===== src/rtl/z_path_pipe_addsub.sv =====
// Carry-pipelined adder/subtractor: one SLICE-bit carry segment per stage, with
// operand skew ahead of the stages and sum deskew behind them so results emerge aligned.
module z_path_pipe_addsub #(
  parameter int WIDTH = 32,
  parameter int SLICE = 8
) (
  input  logic             C,
  input  logic             CLR_N,
  input  logic             CE,
  input  logic             VIN,
  input  logic             SUB,
  input  logic [WIDTH-1:0] A,
  input  logic [WIDTH-1:0] B,
  input  logic             Cin,
  output logic             VOUT,
  output logic [WIDTH-1:0] Sreg,
  output logic             Cout,
  output logic             OVF
);
  localparam int NSL = WIDTH / SLICE;

  logic [WIDTH-1:0] b_eff_s;
  logic             c0_s;
  logic [NSL:0]     carry_s;
  logic [NSL-1:0]   vld_r;
  logic             ovf_r;

  // Subtraction folds into the addend and the slice-0 carry, so SUB never needs skewing
  always_comb begin
    b_eff_s = B;
    c0_s    = Cin;
    if (SUB) begin
      b_eff_s = ~B;
      c0_s    = 1'b1;
    end else begin
      b_eff_s = B;
      c0_s    = Cin;
    end
  end

  assign carry_s[0] = c0_s;

  genvar k;
  generate
    for (k = 0; k < NSL; k++) begin : g_sl
      logic [SLICE-1:0] a_sk_s;
      logic [SLICE-1:0] b_sk_s;
      logic [SLICE:0]   sum_s;
      logic [SLICE-1:0] sum_r;
      logic             carry_r;
      logic [SLICE-1:0] out_s;

      if (k == 0) begin : g_head
        assign a_sk_s = A[SLICE-1:0];
        assign b_sk_s = b_eff_s[SLICE-1:0];
      end else begin : g_skew
        logic [SLICE-1:0] a_dly_r [k];
        logic [SLICE-1:0] b_dly_r [k];

        // Operand skew: slice k waits k enabled cycles for the carry of slice k-1
        always_ff @(posedge C or negedge CLR_N) begin
          if (!CLR_N) begin
            for (int j = 0; j < k; j++) begin
              a_dly_r[j] <= {SLICE{1'b0}};
              b_dly_r[j] <= {SLICE{1'b0}};
            end
          end else if (CE) begin
            a_dly_r[0] <= A[k*SLICE +: SLICE];
            b_dly_r[0] <= b_eff_s[k*SLICE +: SLICE];
            for (int j = 1; j < k; j++) begin
              a_dly_r[j] <= a_dly_r[j-1];
              b_dly_r[j] <= b_dly_r[j-1];
            end
          end
        end

        assign a_sk_s = a_dly_r[k-1];
        assign b_sk_s = b_dly_r[k-1];
      end

      assign sum_s = {1'b0, a_sk_s} + {1'b0, b_sk_s} + {{SLICE{1'b0}}, carry_s[k]};

      // Stage register: slice sum plus the carry handed to the next slice
      always_ff @(posedge C or negedge CLR_N) begin
        if (!CLR_N) begin
          sum_r   <= {SLICE{1'b0}};
          carry_r <= 1'b0;
        end else if (CE) begin
          sum_r   <= sum_s[SLICE-1:0];
          carry_r <= sum_s[SLICE];
        end
      end

      assign carry_s[k+1] = carry_r;

      if (k == NSL-1) begin : g_top
        assign out_s = sum_r;

        // Signed overflow is judged on the top slice's addend and result signs
        always_ff @(posedge C or negedge CLR_N) begin
          if (!CLR_N) begin
            ovf_r <= 1'b0;
          end else if (CE) begin
            ovf_r <= (a_sk_s[SLICE-1] == b_sk_s[SLICE-1]) &&
                     (sum_s[SLICE-1] != a_sk_s[SLICE-1]);
          end
        end
      end else begin : g_dsk
        logic [SLICE-1:0] dsk_r [NSL-1-k];

        // Sum deskew: lower slices finish early and wait for the top slice
        always_ff @(posedge C or negedge CLR_N) begin
          if (!CLR_N) begin
            for (int j = 0; j < NSL-1-k; j++) begin
              dsk_r[j] <= {SLICE{1'b0}};
            end
          end else if (CE) begin
            dsk_r[0] <= sum_r;
            for (int j = 1; j < NSL-1-k; j++) begin
              dsk_r[j] <= dsk_r[j-1];
            end
          end
        end

        assign out_s = dsk_r[NSL-2-k];
      end

      assign Sreg[k*SLICE +: SLICE] = out_s;
    end
  endgenerate

  // Valid pipeline moves in lockstep with the data slices
  always_ff @(posedge C or negedge CLR_N) begin
    if (!CLR_N) begin
      vld_r <= {NSL{1'b0}};
    end else if (CE) begin
      vld_r[0] <= VIN;
      for (int j = 1; j < NSL; j++) begin
        vld_r[j] <= vld_r[j-1];
      end
    end
  end

  assign VOUT = vld_r[NSL-1];
  assign Cout = carry_s[NSL];
  assign OVF  = ovf_r;

endmodule


===== config.mk =====
export PLATFORM = sky130hd
export DESIGN_NAME = z_path_pipe_addsub
export DESIGN_NICKNAME = d
export VERILOG_FILES = /design/src/rtl/z_path_pipe_addsub.sv
export SDC_FILE = /design/constraint.sdc
export NUM_CORES = 1
export LEC_CHECK = 0
export ABC_CLOCK_PERIOD_IN_PS = 3150
export BUFFER_PORTS_ARGS = -buffer_cell sky130_fd_sc_hd__buf_2
export CAP_MARGIN = 20
export CELL_PAD_IN_SITES_DETAIL_PLACEMENT = 1
export CELL_PAD_IN_SITES_GLOBAL_PLACEMENT = 1
export CORE_MARGIN = 1
export CORE_UTILIZATION = 45
export DETAILED_ROUTE_END_ITERATION = 10
export PLACE_DENSITY = 0.88
export SKIP_LAST_GASP = 1
export SYNTH_ARGS = -nofsm -noshare
export SYNTH_HDL_FRONTEND = slang
export SYNTH_SLANG_ARGS = --single-unit

===== constraint.sdc =====
create_clock -name C -period 3.15 [get_ports C]
set_input_delay 0.1575 -clock C [delete_from_list [all_inputs] [get_ports C]]
set_output_delay 0.1575 -clock C [all_outputs]
set_load 0.02 [all_outputs]

==> run summary, run 1 <==
Once the floorplan was initialized, standard cells occupied 46.5% of the core. The clock reaches the later pin of the worst-skew pair after 0.43 ns. Largest family of logic cells by synthesized area: multiplexers. Once layout is complete, the utilization of the core stands at 55.0%.

The worst voltage drop across the vdd grid was 0.000386 V; the final instance count without filler cells was 1004. Capture point of the worst reg-to-reg path: g_sl[2].sum_r[6]. The area growth from synthesis to layout is 18.4%. The count of pins over their slew limit was 0; the detailed-route wire length per cell was 18.9 um. The tools report the post-synth design cell area as 8460 um2. The area share of fa/ha/maj cells after synthesis is 6.03%, and the total I/O pin count is 105. The worst setup path is of the reg2reg kind.

In this run the worst path has a maximum fanout of 4. Setup violations remaining at the end of the flow were counted as 0. The number of cells traversed by the worst hold path came out at 3. For the routed via count, the log shows 5422. The tools report the overall power of the completed layout as 7.69 mW.

After clock tree synthesis, the clock-pin slew on the worst setup and hold paths is 0.07 ns. Registers are responsible for 44.0% of the overall power. The number of nets in the synthesized netlist is 751.

Cell internal power was estimated by the tool at 5.16 mW. The critical path goes through fa_1, fa_1, a21oi_1, o211ai_1, a211oi_1, nor3_1, a21o_1. The run gives 19.0 mm as the total wire length. After detailed routing, the number of vias per cell comes to 5.40. Number of buffers added on ports: 104. Among all stages on the critical path, the largest delay is contributed by sky130_fd_sc_hd__fa_1. The layout cell share with drive strength beyond 1 is 37.7%, and the combined global-route utilization of all metal layers is 21.1%.

The family with the most delay on the worst path was compound AO/OA/AOI/OAI gates. Weighted congestion at the end of routability-driven global placement: 0.904. Power spread over the standard cell area amounts to 767 nW/um2. The number of antenna diodes in the final layout is 0.

The tools report the total setup buffers inserted after CTS as 0. Summed over all nets, the half-perimeter wirelength after detailed placement is 12.3 mm. The remaining global-route overflow is 0, and the net switching power figure is 2.52 mW. The ratio of final minimum period to clock period is 82.7%. Summing the areas of all and, or, nand and nor instances in the mapped netlist gives 4.05% of the synthesized area.

The number of placed instances, taps included, is 938. The cell accounting for the most synthesized area is sky130_fd_sc_hd__dfrtp_1. Registers take 4630 um2. For the number of hold violations in the final report, the log shows 0.

The static leakage power was 4.36 nW; the core outline area was 18200 um2. For this run, the detailed router's first-pass iteration total came to 8. The fraction of post-synthesis cell area in the top cell type by area is 54.7%. The final hold slack was 0.0194 ns; the starting DRC count in detailed routing was 257.

The die span in y was 139 um. The checks that failed: DRC. The worst hold path begins at B[27]. The synthesized netlist devotes 8.37% of its cell area to compound gates.

In this run the worst setup path begins at g_sl[1].carry_r. The run gives 0.0144 ns as the post-route clock skew. The run finished, with violations left. Fraction of power spent switching nets: 32.8%. The run gives 0 ns as the aggregate negative setup slack. The arrival time at the worst endpoint is 2.93 ns, and the initial antenna violation count is 1.

TritonCTS built the clock tree. The deepest clock path buffer count was 2. The number of cells on the worst reg-to-reg path is 7.

Summing the areas of all xor and xnor instances in the mapped netlist gives 4.66% of the synthesized area. The share of total power dissipated in the clock network is 27.8%. The multi-input combinational cells in the finished layout cover a total of 3540 um2. In this run the number of H-tree levels came out at 4. The min-delay analysis places its worst path in the category in2reg. In this run the horizontal extent of the chip is 139 um. The total number of placement rows was 49. Clock tree synthesis inserted a total of 17 buffers.

The most numerous cell type found on the critical path is sky130_fd_sc_hd__fa_1. The max-capacitance violation count was 0; the proportion of power drawn by combinational gates was 28.2%. The startpoint of the most critical register-to-register path is g_sl[1].carry_r. The data required time at the worst endpoint is 3.47 ns. The most frequently used flop master after synthesis is sky130_fd_sc_hd__dfrtp_1. The number of buffers and inverters on the critical path is 0. The commonest non-fill, non-tap cell in the layout was sky130_fd_sc_hd__dfrtp_1. The sink of the worst hold path is g_sl[3].g_skew.b_dly_r[19].

The number of global-route vias before repair came out at 6123. The library cells used most frequently in the layout, excluding fill and tap cells, are sky130_fd_sc_hd__dfrtp_1, sky130_fd_sc_hd__mux2_2, sky130_fd_sc_hd__buf_2, sky130_fd_sc_hd__nor2_1, sky130_fd_sc_hd__xnor2_1. Setup slack closes at 0.545 ns. The synthesized area per cell was 13.1 um2. The TritonCTS sink count is 185, and the achievable frequency is 0.384 GHz. The logs give 10000 um2 for the post-route cell area and 9090 um2 for the placed standard-cell area. In this design, the stage delay of the slowest critical-path cell is 0.50 ns. The area enclosed by the die boundary was 19400 um2.

Setup repair after global routing left no endpoint under its margin. Synthesis instantiated 34 different standard cells from the library. The share of synthesized registers carrying an async set or reset came out at 100%. Yosys attributes the largest share of cell area to sky130_fd_sc_hd__dfrtp_1, sky130_fd_sc_hd__mux2_2, sky130_fd_sc_hd__ha_1, sky130_fd_sc_hd__xnor2_1, sky130_fd_sc_hd__a21oi_1.

The worst setup path is captured at a flop. The post-layout net count came out at 868. Headroom to the max-slew limit came out at 46.3%.

Counting flops with a built-in enable in the synthesized netlist gives 0. STA classifies the critical path startpoint as a flop. The first global-routing pass estimated 31.9 mm of wire. The filler cells instantiated in the layout total 1827. Measured against the total synthesized area, the mux share comes to 18.8%. The final period demand of the worst path was 2.60 ns; the register area share after synthesis was 54.7%.

Entering global routing, the biggest net connects 112 pins. The number of synthesized register bits was 185; the DRC violation count after routing was 7. The tree is rooted in a sky130_fd_sc_hd__clkbuf_16. Synthesis produced 645 cells.

The worst reg-to-reg setup slack came out at 0.55 ns. The detail route stage leaves a number of antenna-violating nets equal to 0. The measured slew at the worst slew-check pin was 0.804 ns; the placement-stage worst setup slack was 0.676 ns. Yosys printed 0 warnings.
logic make-up after synthesis:
logic type	count (synthesis)
xor+xnor	45
buf+inv	55
mux	141
compound gates	105
simple gates	78
fa+ha+maj	36
flops	185
synthesized netlist by cell type (3+ instances only):
master / instances
sky130_fd_sc_hd__a31oi_1: 5
sky130_fd_sc_hd__xor2_1: 9
sky130_fd_sc_hd__nor3_1: 18
sky130_fd_sc_hd__o21ai_0: 10
sky130_fd_sc_hd__nor2b_1: 4
sky130_fd_sc_hd__a211oi_2: 4
sky130_fd_sc_hd__xnor2_1: 36
sky130_fd_sc_hd__clkbuf_1: 9
sky130_fd_sc_hd__buf_2: 20
sky130_fd_sc_hd__nor2_1: 44
sky130_fd_sc_hd__o21bai_1: 5
sky130_fd_sc_hd__ha_1: 28
sky130_fd_sc_hd__a21oi_1: 34
sky130_fd_sc_hd__fa_1: 8
sky130_fd_sc_hd__a211oi_1: 8
sky130_fd_sc_hd__mux2_2: 141
sky130_fd_sc_hd__o2bb2ai_1: 6
sky130_fd_sc_hd__dfrtp_1: 185
sky130_fd_sc_hd__buf_4: 16
sky130_fd_sc_hd__o21ai_1: 6
sky130_fd_sc_hd__o211ai_1: 9
sky130_fd_sc_hd__a21o_1: 9
sky130_fd_sc_hd__and3b_1: 3
sky130_fd_sc_hd__inv_1: 10
sky130_fd_sc_hd__nand2_1: 8
worst max-delay path by stage:
| stage | to | depth (start not counted) |
|---|---|---|
| 6_report | g_sl[2].sum_r[6] | 7 |
| 2_1_floorplan | g_sl[0].carry_r | 11 |
| 3_3_place_gp | g_sl[2].sum_r[6] | 7 |
| 5_1_grt | g_sl[2].sum_r[6] | 7 |
| 3_5_place_dp | g_sl[2].sum_r[6] | 7 |
| 4_1_cts | g_sl[2].sum_r[6] | 7 |
tightest hold or removal path, cell delays in order:
cell,delay [ns]
sky130_fd_sc_hd__buf_2,0.09
sky130_fd_sc_hd__xnor2_1,0.11
sky130_fd_sc_hd__a21oi_1,0.06
repair_timing:
item	in CTS	in global routing
gates resized for setup	0	0
hold endpoints to repair	88	0
hold buffers	34	0
setup endpoints to repair	0	0
per-layer routing:
metal	global-route usage (%)	up-vias	part of all wire (%)
met1	25.3	2767	42
met2	37.6	120	53
met5	0	-	0.063
met4	7.08	2	1.4
met3	4.63	29	3.4
li1	-	2504	-
power by group through the flow:
stage	combinational [mW]	clock [mW]	sequential [mW]
2_1_floorplan	1.49	0	3.42
3_3_place_gp	1.97	0	3.38
3_5_place_dp	2.10	0	3.42
4_1_cts	2.19	2.21	3.39
5_1_grt	2.36	2.29	3.46
6_report	2.17	2.14	3.38
flip-flops by register name (all words and copies together), names as in the netlist:
signal,count
Cout,1
g_sl.b_sk_s,24
g_sl.out_s,24
g_sl.g_skew.a_dly_r,24
g_sl.g_dsk.dsk_r,32
vld_r,4
g_sl.a_sk_s,24
g_sl.sum_r,24
g_sl.carry_r,3
OVF,1
g_sl.g_skew.b_dly_r,24
area by class of cell:
cell class / instances / share of cell area, %
flip-flops and latches: 185 / 46.2
multi-input cells: 405 / 35.4
repair buffers: 143 / 9.34
clock buffers: 18 / 4.38
well taps: 229 / 2.86
clock inverters: 14 / 1.51
inverters: 10 / 0.374
Power figures use the tool's default switching activity.
==> run 2, diff against run 1 <==
--- a/config.mk
+++ b/config.mk
@@ -5,7 +5,7 @@
 export SDC_FILE = /design/constraint.sdc
 export NUM_CORES = 1
 export LEC_CHECK = 0
-export ABC_CLOCK_PERIOD_IN_PS = 3150
+export ABC_CLOCK_PERIOD_IN_PS = 2500
 export BUFFER_PORTS_ARGS = -buffer_cell sky130_fd_sc_hd__buf_2
 export CAP_MARGIN = 20
 export CELL_PAD_IN_SITES_DETAIL_PLACEMENT = 1
==> constraint.sdc (replaced) <==
create_clock -name C -period 2.5 [get_ports C]
set_input_delay 0.125 -clock C [delete_from_list [all_inputs] [get_ports C]]
set_output_delay 0.125 -clock C [all_outputs]
set_load 0.02 [all_outputs]
==> run summary, run 2 (synthesis gave the netlist of run 1 again) <==
The top fanout value on the critical path is 4 (unchanged), and the proportion of power drawn by combinational gates is 29.3% (was 28.2%). The cell internal power dissipation is 6.43 mW (was 5.16 mW), and the clock slew seen by the registers of the worst setup and hold paths is 0.07 ns (about the same). Root buffer selected by CTS: sky130_fd_sc_hd__clkbuf_16 (unchanged). The count of pins over their slew limit is 0 (unchanged), and the measured slew at the worst slew-check pin is 0.977 ns (was 0.804 ns).

The ratio of final minimum period to clock period was 95.7% (was 82.7%); the weighted congestion at the end of routability-driven global placement was 0.869 (was 0.904). The number of flip-flops in the largest register was 32 (unchanged). The final period demand of the worst path was 2.39 ns (was 2.60 ns); the number of hold violations in the final report was 0 (unchanged).

The logs give 13.0 mm (was 12.3 mm) for the sum of net half-perimeters after detailed placement and 0 (unchanged) for the remaining global-route overflow. The logs give 3 (was 1) for the initial antenna violation count and 7 (was 8) for the count of TritonRoute iterations in the first routing pass. The logs give 0.418 GHz (was 0.384 GHz) for the achievable frequency and 7.84 mm (was 7.91 mm) for the wire length the detailed router placed on met1. The total number of placement rows came out at 49 (unchanged). The count of endpoints failing setup in the final report was 0 (unchanged).

The worst voltage drop across the vdd grid was 0.000537 V (was 0.000386 V); the maximum level of the CTS H-tree was 4 (unchanged). The detailed-route wire length per cell came out at 19.5 um (was 18.9 um). The final instance count without filler cells came out at 1022 (was 1004). The areal power density over the cells came out at 948 nW/um2 (was 767 nW/um2).

The run gives 0.11 ns (was 0.55 ns) as the worst reg-to-reg setup slack. The DRC violation count after routing is 7 (unchanged), and the max-capacitance violation count is 0 (unchanged). The class of the worst hold path was in2reg (unchanged). The tools report the combined global-route utilization of all metal layers as 21.9% (was 21.1%). Setup repair after global routing left no endpoint under its margin.

The fraction of power spent switching nets was 33.6% (was 32.8%); the area enclosed by the die boundary was 19400 um2 (unchanged). The number of buffers added on ports came out at 104 (unchanged). The path type of the worst setup path was reg2reg (unchanged). The layout cell share with drive strength beyond 1 came out at 38.5% (was 37.7%). The worst-case headroom to the max-slew limit is 34.8% (was 46.3%), and the global-route wire length before repair is 32.8 mm (was 31.9 mm). For the net switching power figure, the log shows 3.26 mW (was 2.52 mW). The logs give 10.8 mm (was 10.1 mm) for the met2 routed wirelength and 44.1% (was 44.0%) for the power share of the sequential group.

The run gives 0 (unchanged) as the number of routed nets with antenna violations. Failing checks: DRC (unchanged). The area growth from synthesis to layout came out at 20.7% (was 18.4%). The run gives 2.71 ns (was 2.93 ns) as the arrival time at the worst endpoint. TritonCTS built the clock tree. The number of global-route vias before repair was 6271 (was 6123); the number of buffers created by CTS was 17 (unchanged).

The met3 wire length is 757 um (was 648 um). The total wire length is 20.0 mm (was 19.0 mm), and the post-layout net count is 883 (was 868). The commonest non-fill, non-tap cell in the layout is sky130_fd_sc_hd__dfrtp_1 (unchanged). The tools report the critical path endpoint category as a flop (unchanged). Register with the most flip-flops: g_sl.g_dsk.dsk_r (unchanged). The highest routing layer actually used was met4 (was met5). The clock insertion delay at the later pin of the skew report was 0.44 ns (was 0.43 ns). The total I/O pin count came out at 105 (unchanged). Commonest cells after routing, fill and taps aside: sky130_fd_sc_hd__dfrtp_1, sky130_fd_sc_hd__mux2_2, sky130_fd_sc_hd__buf_2, sky130_fd_sc_hd__dlygate4sd3_1, sky130_fd_sc_hd__nor2_1 (was sky130_fd_sc_hd__dfrtp_1, sky130_fd_sc_hd__mux2_2, sky130_fd_sc_hd__buf_2, sky130_fd_sc_hd__nor2_1, sky130_fd_sc_hd__xnor2_1).

The routed via count divided by cell count is 5.45 (was 5.40). The relative contribution of the clock network to total power was 26.6% (was 27.8%); the data required time at the worst endpoint was 2.82 ns (was 3.47 ns). The routed via count was 5574 (was 5422); the deepest clock path buffer count was 2 (unchanged). The run finished, with violations left. The starting DRC count in detailed routing was 292 (was 257). The static leakage power was 4.43 nW (was 4.36 nW); the initial core utilization was 46.5% (unchanged). The core outline area is 18200 um2 (unchanged). The pin count of the biggest net entering global routing is 84 (was 112), and the width of the chip is 139 um (unchanged). The critical path startpoint category was a flop (unchanged).

The number of cells in the design after placement was 941 (was 938). Die span in y: 139 um (unchanged). For the final hold slack, the log shows 0.0216 ns (was 0.0194 ns). Post-route clock skew: 0.0120 ns (was 0.0144 ns). For the TritonCTS sink count, the log shows 185 (unchanged).
-- run 2: final cells by class --
class | instances | area [um2]
well taps | 229 | 287
repair buffers | 158 | 1110
clock buffers | 17 | 425
fillers | 1825 | 7990
flip-flops and latches | 185 | 4630
clock inverters | 15 | 133
multi-input cells | 405 | 3580
inverters | 10 | 37.5
diodes | 3 | 7.51
-- run 2: timing repair --
item | in CTS | in global routing
endpoints found under the setup margin | 4 | 5
gates resized for setup | 3 | 8
hold endpoints to repair | 107 | 0
pin swaps | 1 | 0
setup buffers | 1 | 0
hold buffers | 45 | 0
-- run 2: power groups by stage --
stage / Combinational (mW) / Sequential (mW) / Clock, mW
2_1_floorplan: 1.87 / 4.31 / 0
3_3_place_gp: 2.49 / 4.25 / 0
3_5_place_dp: 2.68 / 4.33 / 0
4_1_cts: 2.81 / 4.28 / 2.65
5_1_grt: 3.08 / 4.37 / 2.77
6_report: 2.84 / 4.27 / 2.58
-- run 2: path summary, 6_finish.rpt --
kind | from | to | cells past startpoint
min | B[15] | g_sl[1].b_sk_s[7] | 3
max in group asynchronous | CLR_N | g_sl[3].g_skew.b_dly_r[8] | 3
max | g_sl[1].carry_r | g_sl[2].sum_r[6] | 7
min reg2reg | g_sl[0].sum_r[4] | g_sl[0].sum_r[4] | 1
max reg2reg | g_sl[1].carry_r | g_sl[2].sum_r[6] | 7
min in group asynchronous | CLR_N | g_sl[0].out_s[3] | 2
-- run 2: metrics by stage --
stage / power (mW) / TNS (ns) / setup WS (ns) / util, % / area (um2)
3_5_place_dp: 7.01 / -0.124 / -0.120 / 50.3 / 9150
3_3_place_gp: 6.74 / 0 / 0.0760 / 50.3 / 9150
4_1_cts: 9.73 / -0.0476 / -0.0476 / 55.9 / 10200
6_report: 9.69 / 0 / 0.107 / 56.1 / 10200
5_1_grt: 10.2 / 0 / 0.00109 / 56.1 / 10200
2_1_floorplan: 6.18 / 0 / 0.105 / - / 8460
-- run 2: routing by layer --
layer	vias up	GRT usage, %
met5	-	0
met4	0	8.25
met3	48	5.08
met2	137	39.8
met1	2860	25.1
li1	2529	-
-- run 2: critical path: stages (launching register included) --
cell                       delay (ns)
sky130_fd_sc_hd__dfrtp_1         0.41
sky130_fd_sc_hd__fa_1            0.50
sky130_fd_sc_hd__fa_2            0.42
sky130_fd_sc_hd__a21oi_4         0.20
sky130_fd_sc_hd__o211ai_1        0.15
sky130_fd_sc_hd__a211oi_1        0.28
sky130_fd_sc_hd__nor3_1          0.11
sky130_fd_sc_hd__a21o_1          0.22
==> run 3, diff against run 2 <==
--- a/config.mk
+++ b/config.mk
@@ -11,9 +11,9 @@
 export CELL_PAD_IN_SITES_DETAIL_PLACEMENT = 1
 export CELL_PAD_IN_SITES_GLOBAL_PLACEMENT = 1
 export CORE_MARGIN = 1
-export CORE_UTILIZATION = 45
+export CORE_UTILIZATION = 25
 export DETAILED_ROUTE_END_ITERATION = 10
-export PLACE_DENSITY = 0.88
+export PLACE_DENSITY = 0.59
 export SKIP_LAST_GASP = 1
 export SYNTH_ARGS = -nofsm -noshare
 export SYNTH_HDL_FRONTEND = slang
==> run summary, run 3 (synthesis gave the netlist of run 1 again) <==
The commonest non-fill, non-tap cell in the layout was sky130_fd_sc_hd__dfrtp_1 (unchanged). The sum of net half-perimeters after detailed placement is 12.7 mm (was 13.0 mm). The weighted congestion at the end of routability-driven global placement is 0.799 (was 0.869), and the filler cell count in the final layout is 3623 (was 1825).

Register with the most flip-flops: g_sl.g_dsk.dsk_r (unchanged). The post-route clock skew came out at 0.0125 ns (was 0.0120 ns). The worst reg-to-reg setup slack came out at 0.15 ns (was 0.11 ns). The ratio of final minimum period to clock period works out to 93.8% (was 95.7%). For the static leakage power, the log shows 4.46 nW (was 4.43 nW).

The final period demand of the worst path was 2.35 ns (was 2.39 ns). The run gives 0 (unchanged) as the remaining global-route overflow. Count of endpoints failing setup in the final report: 0 (unchanged).

For the number of global-route vias before repair, the log shows 5708 (was 6271). Class of the worst hold path: in2reg (unchanged). The routed via count was 5316 (was 5574); the die span in y was 186 um (was 139 um). The overall power of the completed layout is 9.83 mW (was 9.69 mW), and the combined global-route utilization of all metal layers is 11.7% (was 21.9%). Termination of the worst setup path: g_sl[2].sum_r[6] (unchanged).

The number of hold violations in the final report was 0 (unchanged). The launching element of the worst setup path was g_sl[1].carry_r (unchanged). The routed via count divided by cell count was 4.29 (was 5.45); the global-route wire length before repair was 31.2 mm (was 32.8 mm).

The deepest clock path buffer count was 2 (unchanged); the maximum level of the CTS H-tree was 4 (unchanged). Commonest cells after routing, fill and taps aside: sky130_fd_sc_hd__dfrtp_1, sky130_fd_sc_hd__mux2_2, sky130_fd_sc_hd__buf_2, sky130_fd_sc_hd__nor2_1, sky130_fd_sc_hd__dlygate4sd3_1 (was sky130_fd_sc_hd__dfrtp_1, sky130_fd_sc_hd__mux2_2, sky130_fd_sc_hd__buf_2, sky130_fd_sc_hd__dlygate4sd3_1, sky130_fd_sc_hd__nor2_1). The worst min-delay path startpoint was B[26] (was B[15]).

For the achievable frequency, the log shows 0.426 GHz (was 0.418 GHz). The starting DRC count in detailed routing came out at 165 (was 292). For the total number of placement rows, the log shows 67 (was 49). The run gives 18.7 mm (was 20.0 mm) as the total wire length. Setup repair after global routing could not meet its margin everywhere.

TritonCTS built the clock tree. The areal power density over the cells was 935 nW/um2 (was 948 nW/um2). Critical path endpoint category: a flop (unchanged).

Root buffer selected by CTS: sky130_fd_sc_hd__clkbuf_16 (unchanged). The max-capacitance violation count was 0 (unchanged). The run gives 0.0249 ns (was 0.0216 ns) as the final hold slack. Number of flip-flops in the largest register: 32 (unchanged). The measured slew at the worst slew-check pin was 0.992 ns (was 0.977 ns). The utilization after layout came out at 31.4% (was 56.1%). The run gives 25.3% (was 46.5%) as the initial core utilization. The run gives 34600 um2 (was 19400 um2) as the area enclosed by the die boundary. The sequential cell area in the final layout is 4630 um2 (unchanged). The cell count of the worst reg-to-reg path works out to 7 (unchanged). The total I/O pin count was 105 (unchanged); the placement-stage worst setup slack was 0.0712 ns (was -0.120 ns). The tools report the area of the multi-input gates as 3560 um2 (was 3580 um2). The path type of the worst setup path is reg2reg (unchanged). The post-layout net count is 885 (was 883). The data required time at the worst endpoint is 2.81 ns (was 2.82 ns), and the count of TritonRoute iterations in the first routing pass is 4 (was 7). The top fanout value on the critical path works out to 3 (was 4). The TritonCTS sink count is 185 (unchanged), and the area growth from synthesis to layout is 24.2% (was 20.7%).

The detailed-route wire length per cell is 15.1 um (was 19.5 um). The flow ran to the end, and the final reports show no timing, DRC or antenna violations. The arrival time at the worst endpoint was 2.66 ns (was 2.71 ns). The startpoint of the most critical register-to-register path is g_sl[1].carry_r (unchanged). The pin count of the biggest net entering global routing came out at 78 (was 84).

The run gives 33.8% (was 34.8%) as the worst-case headroom to the max-slew limit. The clock insertion delay at the later pin of the skew report was 0.43 ns (was 0.44 ns); the post-layout worst setup margin was 0.154 ns (was 0.107 ns). The count of pins over their slew limit was 0 (unchanged); the DRC violation count after routing was 0 (was 7). The tools report the number of buffers created by CTS as 17 (unchanged). The run gives 0 (was 3) as the count of inserted antenna diode cells. The critical path startpoint category is a flop (unchanged).

The core outline area was 33400 um2 (was 18200 um2); the layout cell share with drive strength beyond 1 was 38.1% (was 38.5%). The number of routed nets with antenna violations is 0 (unchanged). The worst voltage drop across the vdd grid is 0.000447 V (was 0.000537 V), and the clock slew seen by the registers of the worst setup and hold paths is 0.07 ns (about the same). The number of buffers added on ports is 104 (unchanged), and the width of the chip is 186 um (was 139 um).

For the initial antenna violation count, the log shows 0 (was 3). The tools report the capture point of the worst reg-to-reg path as g_sl[2].sum_r[6] (unchanged).
==> run 3: changes by cell type in the layout (fill, tap and decap cells not counted), sizes merged <==
| cell | before | now |
|---|---|---|
| inv | 18 | 13 |
| diode | 3 | 0 |
| buf | 113 | 114 |
| bufinv | 0 | 4 |
| dlygate4sd3 | 45 | 44 |
| clkinvlp | 4 | 3 |
| clkbuf | 17 | 20 |
==> run 3: power by group <==
group	internal, mW	switching [mW]
clock	1.68	1.21
combinational	1.32	1.39
sequential	3.78	0.449
==> run 3: repair_timing <==
item	CTS	global route
endpoints found under the hold margin	116	0
buffers inserted	0	2
endpoints found under the setup margin	0	5
resized for setup	0	4
hold buffers	44	0
==> run 3: final cells by class <==
class / count / share of cell area [%]
sequential: 185 / 44.0
inverter: 10 / 0.357
timing repair buffer: 160 / 10.5
clock buffer: 18 / 4.08
multi-input combinational: 405 / 33.8
tap: 448 / 5.33
clock inverter: 13 / 1.84
==> run 3: metal layers <==
metal,part of all wire (%),GRT usage (%),routed length [um]
met5,0,0,0
met1,48,15.6,8940
met2,48,18.9,8990
met4,1.0,3.44,188
met3,3.1,2.60,574
==> run 3: critical path, cell delays in order (launching register included) <==
cell and delay [ns]:
sky130_fd_sc_hd__dfrtp_1 0.44, sky130_fd_sc_hd__fa_1 0.52, sky130_fd_sc_hd__fa_1 0.45, sky130_fd_sc_hd__a21oi_2 0.21
sky130_fd_sc_hd__o211ai_1 0.12, sky130_fd_sc_hd__a211oi_1 0.24, sky130_fd_sc_hd__nor3_1 0.07, sky130_fd_sc_hd__a21o_1 0.19
==> run 3: worst min path at each step <==
stage	cells after the start	slack (ns)	endpoint
after floorplan	0	-0.17	Cout
after global routing	3	0.02	g_sl[3].g_skew.b_dly_r[17]
after CTS	3	0.003	g_sl[2].g_skew.b_dly_r[9]
final	3	0.02	g_sl[3].g_skew.b_dly_r[18]
after global placement	1	0.21	g_sl[3].g_skew.a_dly_r[20]
after detailed placement	1	0.22	g_sl[3].g_skew.a_dly_r[20]
==> run 3: metrics by stage <==
step                      area (um2)   TNS, ns  std cells
after floorplan                 8460         0        645
after global routing           10500  -0.00486       1239
after detailed placement        9420         0       1162
after global placement          9420         0       1162
final                          10500         0       1239
after CTS                      10500         0       1237
